### config.mk
export PLATFORM = sky130hd
export DESIGN_NAME = data_mem_ctrl
export DESIGN_NICKNAME = d
export VERILOG_FILES = /design/src/rtl/data_mem_ctrl.sv
export SDC_FILE = /design/constraint.sdc
export NUM_CORES = 1
export LEC_CHECK = 0
export ABC_AREA = 1
export BUFFER_PORTS_ARGS = -buffer_cell sky130_fd_sc_hd__buf_2
export CELL_PAD_IN_SITES_DETAIL_PLACEMENT = 0
export CELL_PAD_IN_SITES_GLOBAL_PLACEMENT = 1
export CORE_AREA = 2 2 130 132
export DETAILED_ROUTE_END_ITERATION = 8
export DIE_AREA = 0 0 132 134
export PLACE_DENSITY = 0.75
export SYNTH_ARGS = -nofsm -noshare
export SYNTH_HDL_FRONTEND = slang
export SYNTH_SLANG_ARGS = --single-unit
### constraint.sdc
create_clock -name clock -period 1.9 [get_ports clock]
set_input_delay 0.19 -clock clock [delete_from_list [all_inputs] [get_ports clock]]
set_output_delay 0.19 -clock clock [all_outputs]
set_load 0.005 [all_outputs]
### src/rtl/data_mem_ctrl.sv
// Data-memory access controller between the MEM stage and the data bus.
// Turns a load/store into a word-aligned bus request with byte strobes,
// waits for mem_ready (bounded by a timeout), and returns extended load data.
module data_mem_ctrl #(
  parameter int unsigned ADDR_WIDTH     = 32,
  parameter int unsigned TIMEOUT_CYCLES = 16
) (
  input  logic                  clock,
  input  logic                  reset,
  input  logic                  mem_read_in,
  input  logic                  mem_write_in,
  input  logic [2:0]            funct3_in,
  input  logic [ADDR_WIDTH-1:0] alu_result_in,
  input  logic [31:0]           mux2_result_in,
  output logic                  stall_out,
  output logic [31:0]           read_data_out,
  output logic                  load_valid_out,
  output logic                  misaligned_out,
  output logic                  bus_error_out,
  output logic                  mem_req,
  output logic                  mem_we,
  output logic [ADDR_WIDTH-1:0] mem_addr,
  output logic [31:0]           mem_wdata,
  output logic [3:0]            mem_wstrb,
  input  logic                  mem_ready,
  input  logic [31:0]           mem_rdata
);

  localparam int unsigned CNT_W = $clog2(TIMEOUT_CYCLES + 1);

  typedef enum logic [1:0] {
    S_IDLE = 2'd0,
    S_BUSY = 2'd1,
    S_DONE = 2'd2
  } state_t;

  state_t             state_q, state_d;
  logic [CNT_W-1:0]   cnt_q, cnt_d;
  logic [1:0]         off_q;
  logic [2:0]         funct3_q;
  logic               we_q;

  logic               access_c;
  logic               aligned_c;
  logic               start_c;
  logic               finish_ok_c;
  logic               timeout_c;
  logic               misalign_c;
  logic [3:0]         wstrb_c;
  logic [31:0]        wdata_c;
  logic [31:0]        lane_c;
  logic [31:0]        load_ext_c;

  assign access_c = mem_read_in | mem_write_in;

  // Alignment check; a simultaneous read+write is treated as a store
  always_comb begin
    aligned_c = 1'b1;
    case (funct3_in[1:0])
      2'b01:   aligned_c = ~alu_result_in[0];
      2'b10:   aligned_c = (alu_result_in[1:0] == 2'b00);
      2'b11:   aligned_c = 1'b0;
      default: aligned_c = 1'b1;
    endcase
    if (!mem_write_in && (funct3_in[2:1] == 2'b11)) aligned_c = 1'b0;
  end

  // Store strobes and lane-replicated store data
  always_comb begin
    wstrb_c = 4'b1111;
    wdata_c = mux2_result_in;
    case (funct3_in[1:0])
      2'b00: begin
        wstrb_c = 4'b0001 << alu_result_in[1:0];
        wdata_c = {4{mux2_result_in[7:0]}};
      end
      2'b01: begin
        wstrb_c = 4'b0011 << alu_result_in[1:0];
        wdata_c = {2{mux2_result_in[15:0]}};
      end
      default: begin
        wstrb_c = 4'b1111;
        wdata_c = mux2_result_in;
      end
    endcase
  end

  // Load lane extraction with sign/zero extension
  always_comb begin
    lane_c     = mem_rdata >> {off_q, 3'b000};
    load_ext_c = lane_c;
    case (funct3_q)
      3'b000:  load_ext_c = {{24{lane_c[7]}}, lane_c[7:0]};
      3'b001:  load_ext_c = {{16{lane_c[15]}}, lane_c[15:0]};
      3'b100:  load_ext_c = {24'd0, lane_c[7:0]};
      3'b101:  load_ext_c = {16'd0, lane_c[15:0]};
      default: load_ext_c = lane_c;
    endcase
  end

  // State register
  always_ff @(posedge clock) begin
    if (reset) begin
      state_q <= S_IDLE;
      cnt_q   <= '0;
    end else begin
      state_q <= state_d;
      cnt_q   <= cnt_d;
    end
  end

  // Next-state, wait counter and combinational stall
  always_comb begin
    state_d     = state_q;
    cnt_d       = cnt_q;
    start_c     = 1'b0;
    finish_ok_c = 1'b0;
    timeout_c   = 1'b0;
    misalign_c  = 1'b0;
    stall_out   = 1'b0;
    case (state_q)
      S_IDLE: begin
        if (access_c) begin
          if (aligned_c) begin
            start_c   = 1'b1;
            stall_out = 1'b1;
            cnt_d     = '0;
            state_d   = S_BUSY;
          end else begin
            misalign_c = 1'b1;
          end
        end
      end
      S_BUSY: begin
        stall_out = 1'b1;
        if (mem_ready) begin
          finish_ok_c = 1'b1;
          state_d     = S_DONE;
        end else if (cnt_q == CNT_W'(TIMEOUT_CYCLES - 1)) begin
          timeout_c = 1'b1;
          state_d   = S_DONE;
        end else begin
          cnt_d = cnt_q + CNT_W'(1);
        end
      end
      S_DONE: begin
        state_d = S_IDLE;
      end
      default: begin
        state_d = S_IDLE;
      end
    endcase
  end

  // Latched request, bus outputs and completion pulses
  always_ff @(posedge clock) begin
    if (reset) begin
      off_q          <= '0;
      funct3_q       <= '0;
      we_q           <= 1'b0;
      mem_req        <= 1'b0;
      mem_we         <= 1'b0;
      mem_addr       <= '0;
      mem_wdata      <= '0;
      mem_wstrb      <= '0;
      read_data_out  <= '0;
      load_valid_out <= 1'b0;
      misaligned_out <= 1'b0;
      bus_error_out  <= 1'b0;
    end else begin
      misaligned_out <= misalign_c;
      bus_error_out  <= timeout_c;
      load_valid_out <= (finish_ok_c | timeout_c) & ~we_q;
      if (finish_ok_c && !we_q) begin
        read_data_out <= load_ext_c;
      end else if (timeout_c && !we_q) begin
        read_data_out <= '0;
      end
      if (start_c) begin
        off_q     <= alu_result_in[1:0];
        funct3_q  <= funct3_in;
        we_q      <= mem_write_in;
        mem_req   <= 1'b1;
        mem_we    <= mem_write_in;
        mem_addr  <= {alu_result_in[ADDR_WIDTH-1:2], 2'b00};
        mem_wdata <= wdata_c;
        mem_wstrb <= mem_write_in ? wstrb_c : 4'b0000;
      end else if (finish_ok_c || timeout_c) begin
        mem_req   <= 1'b0;
        mem_we    <= 1'b0;
        mem_addr  <= '0;
        mem_wdata <= '0;
        mem_wstrb <= '0;
      end
    end
  end

endmodule

==> results.json <==
{
  "rows": 47,
  "clock_path_buffers": 2,
  "grt_pass1_vias": 5403,
  "synth-seq-cells": 116,
  "clk-insertion-delay-late_ns": 0.42,
  "cts_buffers": 17,
  "grt-ovfl-total": 0,
  "grt_pass1_wl_mm": 27.5,
  "drt_iter0_drc": 318,
  "crit_chain": "ha_1 > nand2_1 > nor2_1 > ha_1 > nor2_1 > nor2_2 > inv_4 > clkbuf_16 > nand3_1 > a21oi_1",
  "drc": 0,
  "wl_per_cell_um": 15.0,
  "gp_congestion": 0.824,
  "fin_crit_ns": 1.77,
  "clk_pin_slew_ns": 0.06,
  "worst_ep_arrival_time_ns": 2.12,
  "yosys.area_share.adder_pct": 0.457,
  "die_x_um": 132,
  "yosysTopAreaCell": "dfxtp_1",
  "cts_max_level": 4,
  "reg2reg_depth": 10,
  "synthCells": 761,
  "p_clk_share_pct": 47.1,
  "worst_hold_startpoint": "mem_ready",
  "cts_tree": "done",
  "syn_avg_cell_area_um2": 7.19,
  "power_frac_seq_pct": 36.6,
  "start_util_pct": 33.6,
  "critical_path.reg2reg.endpoint": "mem_wdata[23]",
  "design.die.area_um2": 17700,
  "cts_sinks": 116,
  "dr.pass1.iters": 4,
  "drv_slew": 0,
  "io_pins": 210,
  "finalHoldViolations": 0,
  "swShare_pct": 26.4,
  "route.vias.total": 5829,
  "crit_required_ns": 2.25,
  "die_h_um": 134,
  "clock.fmax_mhz": 565,
  "reg2reg_setup_slack_ns": 0.13,
  "critPathMaxFanout": 17,
  "cts_root_buf": "clkbuf_16",
  "synth_top_area_share_pct": 42.4,
  "worst_slew_pin_slew_ns": 0.563,
  "mostFrequentLayoutCells": "nand2_1, buf_2, a21oi_1, dfxtp_1, nand3_1",
  "slowest_stage": "dfxtp_1",
  "max-cap-violations": 0,
  "placed_cells": 1145,
  "layout.cells.non_filler": 1179,
  "max_stage_delay_ns": 0.33,
  "timing.final.crit_share_pct": 93.1,
  "synth_area_leaders": "dfxtp_1, nand2_1, a21oi_1",
  "synth.cell_area_um2": 5480,
  "endpoint_kind": "flop",
  "hold_path_class": "primary input to flop",
  "path_class": "flop to flop",
  "outcome": "finished clean",
  "cp_num_buf_inv": 2,
  "core_um2": 16300,
  "grt_max_degree": 56,
  "layout-drive-gt1-share_pct": 30.0,
  "area_growth_pct": 33.9,
  "vias_per_cell": 4.94,
  "num-fill-cells": 1735,
  "wl_mm": 17.7,
  "worstSetupStartpointType": "flop",
  "reg2reg_from": "cnt_q[0]",
  "net-switching-power_mw": 1.92,
  "rsz0062_at_grt": "no",
  "synthSimpleGateAreaFrac_pct": 31.0,
  "p_int_mw": 5.34,
  "diodes": 0,
  "yosysWarnings": 0,
  "antenna_found_initial": 0,
  "synth_top_family_by_area": "simple AND/OR/NAND/NOR gates",
  "hold_end": "bus_error_out",
  "nets": 1054,
  "port_buffers": 207,
  "synthMuxAreaShare_pct": 0,
  "synth_compound_area_share_pct": 16.6,
  "pwr-share-comb_pct": 16.2,
  "ant_nets": 0,
  "whs_path_depth": 2,
  "finalSetupTns_ns": 0,
  "holdBufCountCts": 0,
  "critPathTopFamily": "simple AND/OR/NAND/NOR gates",
  "dp_hpwl_mm": 12.1,
  "ys_seq_area_share_pct": 42.4,
  "relSlewSlack_pct": 62.5,
  "finalClockSkew_ns": 0.00673,
  "grt_use_total_pct": 19.2,
  "p_per_area_nw_per_um2": 989,
  "vdd_drop_max_v": 0.000644,
  "finalSetupViolations": 0,
  "synth_xor_area_share_pct": 0.160,
  "layout_commonest_cell": "nand2_1",
  "p_leak_nw": 3.40,
  "ys_types": 35
}
[through the flow]
step | cell area [um^2] | setup WS, ns | power (mW) | utilization, % | hold slack (ns)
4_1_cts | 7240 | 0.137 | 7.31 | 44.5 | 0.00506
5_1_grt | 7330 | 0.000224 | 7.59 | 45.0 | 0.00840
6_report | 7330 | 0.130 | 7.25 | 45.0 | 0.0203
3_5_place_dp | 6630 | 0.154 | 3.87 | 40.7 | 0.447
2_1_floorplan | 5480 | 0.224 | 3.45 | - | 0.267
3_3_place_gp | 6630 | 0.204 | 3.87 | 40.7 | 0.447
[flip-flops by register name, summed over array words and instances, names as in the netlist]
name,cells
mem_wdata,32
read_data_out,32
mem_addr,30
cnt_q,5
mem_wstrb,4
funct3_q,3
off_q,2
state_q,2
bus_error_out,1
load_valid_out,1
mem_req,1
mem_we,1
misaligned_out,1
we_q,1
[power by group through the flow]
stage	logic [mW]	registers, mW	clock network, mW
3_5_place_dp	1.17	2.71	0
3_3_place_gp	1.17	2.71	0
5_1_grt	1.32	2.67	3.60
2_1_floorplan	0.740	2.71	0
6_report	1.18	2.66	3.42
4_1_cts	1.17	2.66	3.48
[worst max path at each step]
stage	startpoint	endpoint	slack, ns	cells past startpoint
floorplan	cnt_q[0]	mem_wdata[0]	0.22	11
global placement	cnt_q[0]	mem_wdata[13]	0.20	10
detailed placement	cnt_q[0]	mem_wdata[26]	0.15	10
CTS	cnt_q[0]	mem_wdata[26]	0.14	10
global route	cnt_q[0]	mem_wdata[31]	0.0002	10
finish	cnt_q[0]	mem_wdata[23]	0.13	10
[layer usage]
layer | global-route usage [%] | wire, um | share of wire (%)
met4 | 5.68 | 225 | 1.3
met3 | 5.44 | 1090 | 6.2
met2 | 31.7 | 8360 | 47
met5 | 0 | 0 | 0
met1 | 24.5 | 8020 | 45
[cell type report]
class / instances / area [um^2] / share of cell area, %
multi-input cells: 547 / 2650 / 36.1
flip-flops and latches: 116 / 2320 / 31.7
repair buffers: 229 / 1320 / 18.0
clock buffers: 19 / 433 / 5.91
well taps: 220 / 275 / 3.75
clock inverters: 11 / 185 / 2.53
inverters: 37 / 148 / 2.01
[cells by family (layout without fill, tap and decap cells)]
kind of cell | after synthesis | after routing
buf+inv | 99 | 296
simple gates | 378 | 378
flops | 116 | 116
fa+ha+maj | 2 | 2
xor+xnor | 1 | 1
compound gates | 164 | 164
other cells | 1 | 2
[cells in the mapped netlist, drive strengths merged]
library cell    n
conb            1
o211ai         10
nor3            1
o22ai           5
xor2            1
buf            38
nand2         232
o2111ai        14
inv            34
o21a            1
clkinv          3
nor3b           1
nand3         111
ha              2
clkbuf         24
dfxtp         116
o21ai          13
a21oi         121
nand3b          5
nor2           17
or2            11
[timing repair]
action	in CTS	in global routing
setup endpoints to repair	0	10
gates resized for setup	0	2
setup buffers	0	1
(Power assumes the default switching activity.)
